==> config.mk <==
export PLATFORM = sky130hd
export DESIGN_NAME = serial_adder_ctrl
export DESIGN_NICKNAME = d
export VERILOG_FILES = /design/src/rtl/serial_adder_ctrl.sv
export SDC_FILE = /design/constraint.sdc
export NUM_CORES = 1
export LEC_CHECK = 0
export BUFFER_PORTS_ARGS = -buffer_cell sky130_fd_sc_hd__buf_2
export CORE_MARGIN = 5
export CORE_UTILIZATION = 48
export CTS_CLUSTER_DIAMETER = 40
export CTS_CLUSTER_SIZE = 25
export DETAILED_ROUTE_END_ITERATION = 12
export PLACE_DENSITY = 0.73
export SLEW_MARGIN = 20
export SYNTH_ARGS = -nofsm -noshare
export SYNTH_HDL_FRONTEND = slang
export SYNTH_SLANG_ARGS = --single-unit
==> constraint.sdc <==
create_clock -name clk -period 1.51 [get_ports clk]
set_input_delay 0.2265 -clock clk [delete_from_list [all_inputs] [get_ports clk]]
set_output_delay 0.2265 -clock clk [all_outputs]
set_load 0.01 [all_outputs]
==> src/rtl/serial_adder_ctrl.sv <==
// serial_adder_ctrl -- bit-serial WIDTH-bit adder with start/busy/done handshake.
//
// Feeds one operand bit pair per clock (LSB first) into a 1-bit full adder
// cell. It registers each sum bit and feeds the carry-out back in. The full
// result is published only on the completion edge.
//
// Parameters:
//   WIDTH  operand/result width, 2..32
//
// Ports:
//   clk    system clock, rising edge
//   rst    asynchronous active-high reset
//   start  launch request, accepted in IDLE or DONE
//   a, b   operands, captured on an accepted start
//   cin    initial carry-in, captured on an accepted start
//   busy   high while bits are being processed
//   done   one-cycle completion pulse
//   sum    registered result, held until the next completion
//   cout   registered final carry-out, held like sum
//   ovf    (only with SERIAL_ADDER_CTRL_OVF_EN) two's-complement overflow
//
// Optional feature macro: SERIAL_ADDER_CTRL_OVF_EN adds the ovf output.

module fulladd (
  input  logic x,
  input  logic y,
  input  logic Cin,
  output logic s,
  output logic Cout
);
  assign s    = x ^ y ^ Cin;
  assign Cout = (x & y) | (Cin & (x ^ y));
endmodule

module serial_adder_ctrl #(
  parameter int WIDTH = 8
) (
  input  logic             clk,
  input  logic             rst,
  input  logic             start,
  input  logic [WIDTH-1:0] a,
  input  logic [WIDTH-1:0] b,
  input  logic             cin,
  output logic             busy,
  output logic             done,
  output logic [WIDTH-1:0] sum,
  output logic             cout
`ifdef SERIAL_ADDER_CTRL_OVF_EN
  ,
  output logic             ovf
`endif
);
  // One extra bit so the counter cannot wrap before reaching WIDTH.
  localparam int CW = $clog2(WIDTH) + 1;

  typedef enum logic [1:0] {IDLE, SHIFT, DONE} state_t;

  state_t           state, state_nxt;
  logic [WIDTH-1:0] a_sh, b_sh, res_sh;
  logic             carry;
  logic [CW-1:0]    cnt;
  logic             fa_s, fa_co;
  logic             load, last;

  fulladd u_fa (
    .x   (a_sh[0]),
    .y   (b_sh[0]),
    .Cin (carry),
    .s   (fa_s),
    .Cout(fa_co)
  );

  always_ff @(posedge clk or posedge rst) begin
    if (rst) state <= IDLE;
    else     state <= state_nxt;
  end

  // load: capture operands this edge; last: this edge processes the MSB.
  always_comb begin
    state_nxt = state;
    load      = 1'b0;
    last      = 1'b0;
    case (state)
      IDLE: begin
        if (start) begin
          load      = 1'b1;
          state_nxt = SHIFT;
        end
      end
      SHIFT: begin
        if (cnt == CW'(WIDTH - 1)) begin
          last      = 1'b1;
          state_nxt = DONE;
        end
      end
      DONE: begin
        if (start) begin
          load      = 1'b1;
          state_nxt = SHIFT;
        end else begin
          state_nxt = IDLE;
        end
      end
      default: state_nxt = IDLE;
    endcase
  end

  assign busy = (state == SHIFT);

  always_ff @(posedge clk or posedge rst) begin
    if (rst) begin
      a_sh   <= '0;
      b_sh   <= '0;
      res_sh <= '0;
      carry  <= 1'b0;
      cnt    <= '0;
      done   <= 1'b0;
      sum    <= '0;
      cout   <= 1'b0;
    end else begin
      done <= last;
      if (load) begin
        a_sh  <= a;
        b_sh  <= b;
        carry <= cin;
        cnt   <= '0;
      end else if (state == SHIFT) begin
        a_sh   <= a_sh >> 1;
        b_sh   <= b_sh >> 1;
        res_sh <= {fa_s, res_sh[WIDTH-1:1]};
        carry  <= fa_co;
        cnt    <= cnt + CW'(1);
      end
      // The final sum bit has not landed in res_sh yet, so merge it here.
      if (last) begin
        sum  <= {fa_s, res_sh[WIDTH-1:1]};
        cout <= fa_co;
      end
    end
  end

`ifdef SERIAL_ADDER_CTRL_OVF_EN
  // On the last bit, carry holds the carry into the MSB.
  always_ff @(posedge clk or posedge rst) begin
    if (rst)       ovf <= 1'b0;
    else if (last) ovf <= carry ^ fa_co;
  end
`endif

endmodule

==> results of run 1 <==
[placed cells by master (no fill, tap or decap), types with 5 or more instances in the layout]
cell type	count
nand2_1	49
dfrtp_1	40
buf_2	29
buf_4	11
mux2_2	10
nor2_1	9
a31oi_1	8
nand3_1	8
a22oi_1	7
clkbuf_4	5
[kinds of logic after synthesis]
logic type	count (synthesis)	share of synthesized area (%)
muxes	12	7.964
and+or+nand+nor	73	18.48
buffers and inverters	12	3.381
DFF	40	60.11
AOI/OAI and AO/OA	20	8.114
adders and majority gates	2	1.953
[metrics by stage]
step,instance area [um2],hold WS [ps],power (W)
floorplan,1665,357.2,0.002965
global placement,1897,363.3,0.003367
detailed placement,1897,374.2,0.003466
CTS,1979,83.41,0.004071
global route,2017,100.1,0.004499
finish,2017,101.5,0.004114
[tightest hold or removal path, cell delays in order]
cell and delay (ps):
buf_2 70, a22oi_1 60, nand2_1 50
[sequential cells by signal (all words and copies together) (netlist names)]
name and flops:
a_sh 8, b_sh 8, sum 8, res_sh 7, cnt 4, state 2
carry 1, cout 1, done 1
[how the worst max path moves through the flow]
stage / start / to / slack [ps] / cells after the start
3_3_place_gp: cnt[0] / sum[7] / 110 / 5
5_1_grt: cnt[0] / sum[7] / 7 / 5
4_1_cts: cnt[0] / sum[1] / 20 / 5
3_5_place_dp: cnt[0] / sum[1] / 30 / 5
2_1_floorplan: state[1] / cout / 70 / 4
6_report: cnt[0] / sum[1] / 70 / 5
[area by class of cell]
| type | instances | area share, % |
|---|---|---|
| Inverter | 2 | 0.3722 |
| Tap cell | 46 | 2.854 |
| Sequential cell | 40 | 49.63 |
| Timing Repair Buffer | 43 | 13.34 |
| Clock inverter | 2 | 0.4963 |
| Multi-Input combinational cell | 107 | 30.77 |
| Clock buffer | 6 | 2.543 |
[metal layers]
metal	up-vias	GRT usage, %
met4	0	5.109
met1	614	20.06
met3	6	5.997
met5	-	0
li1	612	-
met2	35	25.00
[power by group through the flow]
stage	Sequential (W)	Combinational, W	Clock [W]
after global placement	0.00184	0.00153	0
after floorplan	0.00186	0.00110	0
after CTS	0.00186	0.00163	0.000585
after detailed placement	0.00187	0.00159	0
final	0.00185	0.00170	0.000558
after global routing	0.00192	0.00195	0.000622
[repair_timing]
item,CTS,global route
cloned,0,0
buffers inserted,0,4
hold endpoints to repair,40,0
endpoints found under the setup margin,1,10
gates resized for setup,4,3
hold buffers,1,0
==> results.yml, run 1 <==
layout:
  layout.nets: 221
  seqCellArea_um2: 1001
  fin_util_pct: 60.44
  fill_cells: 305
  syn_to_final_growth_pct: 21.11
  multi_input_area_um2: 620.6
  drive_gt1_share_pct: 32.50
  final-instance-count-excl-fill: 246
  diodes: 0
die:
  die_area_um2: 4747
  fp-row-count: 21
  top_level_ports: 31
  die_y_um: 68.90
  fp.dieW_um: 68.90
  core_area_um2: 3337
  start_util_pct: 49.91
global_routing:
  track_usage_pct: 15.83
  antenna_found_initial: 0
  grt_overflow: 0
  grt_max_degree: 41
  grt_pass1_vias: 1228
  grt_pass1_wl_um: 5464
yosys:
  synth_top_cell_area_share_pct: 60.11
  synthCells: 159
  syn_nets: 181
  yosysWarnings: 0
  synth-main-ff-cell: "dfrtp_1"
  synth_seq_cells: 40
  synth_area_um2: 1665
  yosysUniqueCellTypes: 23
  yosys-top-cells-area: "dfrtp_1 60%, nand2_1 11%, mux2_2 6.8%"
  netlist_top_cells_count: "50 x nand2_1, 40 x dfrtp_1, 10 x mux2_2"
  ys_seq_area_share_pct: 60.11
  synth.avg_cell_area_um2: 10.47
  yosysMostFrequentCell: "nand2_1"
  async_flop_share_pct: 100.0
  yosysTopAreaCell: "dfrtp_1"
  synth_edf_count: 0
clock_network:
  numCtsBuffers: 5
  htreeDepth: 2
  clkSinkCount: 40
  cts.path.max_buffers: 2
  cts_tree: "yes"
  clkLatencyLatePin_ps: 350
  clk_pin_slew_ps: 110
  ctsRootBufferMaster: "clkbuf_4"
sta:
  period_needed_ps: 1442
  fin_ws_ps: 67.72
  rsz0062_at_grt: "false"
  setup_viol: 0
  max_slew_margin_pct: 67.56
  hold_viol: 0
  max_freq_ghz: 0.6933
  report.final.slew_viol_count: 0
  tns_ps: 0
  finClkSkew_ps: 9.689
  period_share_pct: 95.52
  worst_slew_pin_slew_ps: 486.7
setup_path:
  path_cells: "ha_2 > nand2_2 > nor3_4 > buf_12 > mux2_2"
  reg2regPathDepth: 5
  r2r_slack_ps: 70
  timing.rr.end: "sum[1]"
  max_stage_delay_ps: 400
  crit_fanout: 10
  rr_startpoint: "cnt[0]"
  slowest_stage: "dfrtp_1"
  start_kind: "flip-flop"
  crit_buf_inv: 1
  path_class: "flip-flop to flip-flop"
  cp-end-kind: "flip-flop"
  critPathTopFamily: "flip-flops"
  cp.arrival_ps: 1690
  crit_required_ps: 1760
route:
  routed-wl-met2_um: 1466
  drt-initial-drc-count: 74
  via_per_inst: 5.150
  totalWireLength_um: 3116
  drtPass1Iterations: 4
  wl_met3_um: 187
  num_vias: 1267
  drc_errors: 0
  drt-met1-wl_um: 1414
  wl_per_cell_um: 12.67
  highest_layer: "met4"
  ant_nets: 0
placed_design:
  hpwl_um: 2163
  dp.cells: 233
  pre_cts_slack_ps: 27.65
  io_buffers: 30
  gp_congestion: 0.7492
outcome:
  outcome: "finished, final reports clean"
pwr:
  switching_share_pct: 37.03
  ir_worst_vdd_mv: 0.8389
  pwr-share-comb_pct: 41.4
  p_sw_w: 0.001523
  p_seq_share_pct: 45.0
  p_clk_share_pct: 13.6
  p_per_area_nw_per_um2: 2040
  power_leakage_nw: 1.018
  p_int_w: 0.002591
hold_path:
  hold_depth: 3
  worstHoldStart: "a[1]"
  min_path_type: "primary input to flip-flop"
  holdPathEnd: "a_sh[1]"
run:
  maxCapViolCount: 0
(Power assumes the default switching activity.)
==> inputs of run 2 (changes only) <==
==> constraint.sdc (replaced) <==
create_clock -name clk -period 1.51 [get_ports clk]
set_input_delay 0.0755 -clock clk [delete_from_list [all_inputs] [get_ports clk]]
set_output_delay 0.0755 -clock clk [all_outputs]
set_load 0.01 [all_outputs]
==> results.yml, run 2 (same netlist as run 1, synthesis figures left out) <==
layout:
  final_area_um2: 2206
  final_cell_mix: "49 x nand2_1, 40 x dfrtp_1, 30 x buf_2"
  final-instance-count-excl-fill: 261
  seqCellArea_um2: 1001
  multi_input_area_um2: 641.9
  drive_gt1_share_pct: 28.84
  syn_to_final_growth_pct: 32.46
  fill_cells: 297
  final_common_cell: "nand2_1"
  reg.largest.list: "a_sh x8, b_sh x8, sum x8"
  layout.nets: 236
  diodes: 0
global_routing:
  grt_pass1_wl_um: 5637
  antenna_found_initial: 0
  grt_pass1_vias: 1247
  grt_overflow: 0
  grt_max_degree: 41
  track_usage_pct: 16.21
clock_network:
  cts_tree: "yes"
  clk_pin_slew_ps: 120
  numCtsBuffers: 5
  htreeDepth: 2
  clkLatencyLatePin_ps: 360
  clkSinkCount: 40
  cts.path.max_buffers: 2
  ctsRootBufferMaster: "clkbuf_4"
setup_path:
  path_class: "flip-flop to flip-flop"
  start_kind: "flip-flop"
  cp-end-kind: "flip-flop"
  crit_required_ps: 1770
  cp.arrival_ps: 1730
  crit_fanout: 10
placed_design:
  io_buffers: 30
  placed_area_um2: 1897
  hpwl_um: 2223
  pre_cts_slack_ps: 31.39
  gp_congestion: 0.7488
  dp.cells: 233
route:
  wl_per_cell_um: 12.77
  num_vias: 1330
  drc_errors: 0
  via_per_inst: 5.096
  totalWireLength_um: 3333
  drt-initial-drc-count: 71
  ant_nets: 0
  drtPass1Iterations: 4
outcome:
  outcome: "finished, final reports clean"
pwr:
  power_leakage_nw: 1.097
  ir_worst_vdd_mv: 0.9100
  finalPower_w: 0.004295
  p_per_area_nw_per_um2: 1947
sta:
  period_share_pct: 97.74
  hold_viol: 0
  worst_slew_pin_slew_ps: 492.4
  rsz0062_at_grt: "true"
  max_slew_margin_pct: 67.17
  setup_viol: 0
  report.final.slew_viol_count: 0
  max_freq_ghz: 0.6775
  finClkSkew_ps: 10.74
  fin_ws_ps: 34.09
  period_needed_ps: 1476
  tns_ps: 0
die:
  fp-row-count: 21
  top_level_ports: 31
  die_y_um: 68.90
  die_area_um2: 4747
  start_util_pct: 49.91
  fp.dieW_um: 68.90
  core_area_um2: 3337
hold_path:
  min_path_type: "primary input to flip-flop"
run:
  maxCapViolCount: 0
## run 2: cell types whose count changed in the layout (fill, tap and decap cells not counted), sizes merged
cell / previous run / this run
clkinv: 2 / 1
dlygate4sd3: 1 / 18
clkbuf: 6 / 5
clkinvlp: 0 / 1
bufinv: 0 / 1
buf: 42 / 40
## run 2: what timing repair did
item	CTS	global route
gates resized for setup	0	8
setup endpoints to repair	0	11
buffers inserted	0	2
endpoints found under the hold margin	57	0
hold buffers	18	0
## run 2: worst paths after layout
kind | start | endpoint | slack [ps] | cells after the start
setup / recovery | cnt[1] | cout | 30 | 5
hold / removal | start | state[0] | 180 | 4
setup reg to reg | cnt[1] | cout | 30 | 5
hold reg to reg | res_sh[3] | res_sh[2] | 510 | 2
max in group asynchronous | rst | cnt[3] | 800 | 4
min in group asynchronous | rst | sum[3] | 370 | 4
## run 2: critical path, cell delays in order (launching register included)
cell	delay (ps)
dfrtp_1	440
ha_4	190
nand2_4	60
nor3_4	200
buf_12	160
mux2_2	330
## run 2: area by class of cell
cell class / instances / share of cell area [%]
inverter: 2 / 0.3403
tap: 46 / 2.609
sequential: 40 / 45.38
multi-input combinational: 107 / 29.10
timing repair buffer: 58 / 18.94
clock buffer: 5 / 1.702
clock inverter: 3 / 1.929
## run 2: stage by stage
step / hold WS [ps] / util, %
finish: 177.8 / 66.10
global route: 188.8 / 66.10
CTS: 171.8 / 64.64
detailed placement: 216.1 / 56.84
global placement: 213.1 / 56.84
floorplan: 206.2 / -
## run 2: routing by layer
metal  up-vias  GRT usage (%)  share of wire, %  wire (um)
li1        641              -                 -          -
met1       655          20.06                44       1452
met2        25          26.79                50       1653
met3         9          5.348               5.5        183
met4         0          5.109               1.3         42
met5         -              0                 0          0
## run 2: power by group
| part | total [W] | leakage, nW | switching [W] | internal (W) |
|---|---|---|---|---|
| clock network | 0.000694 | 0.0412 | 0.000349 | 0.000345 |
| logic | 0.00173 | 0.557 | 0.000898 | 0.000831 |
| registers | 0.00187 | 0.499 | 0.000317 | 0.00155 |
| total | 0.00429 | 1.10 | 0.00156 | 0.00273 |
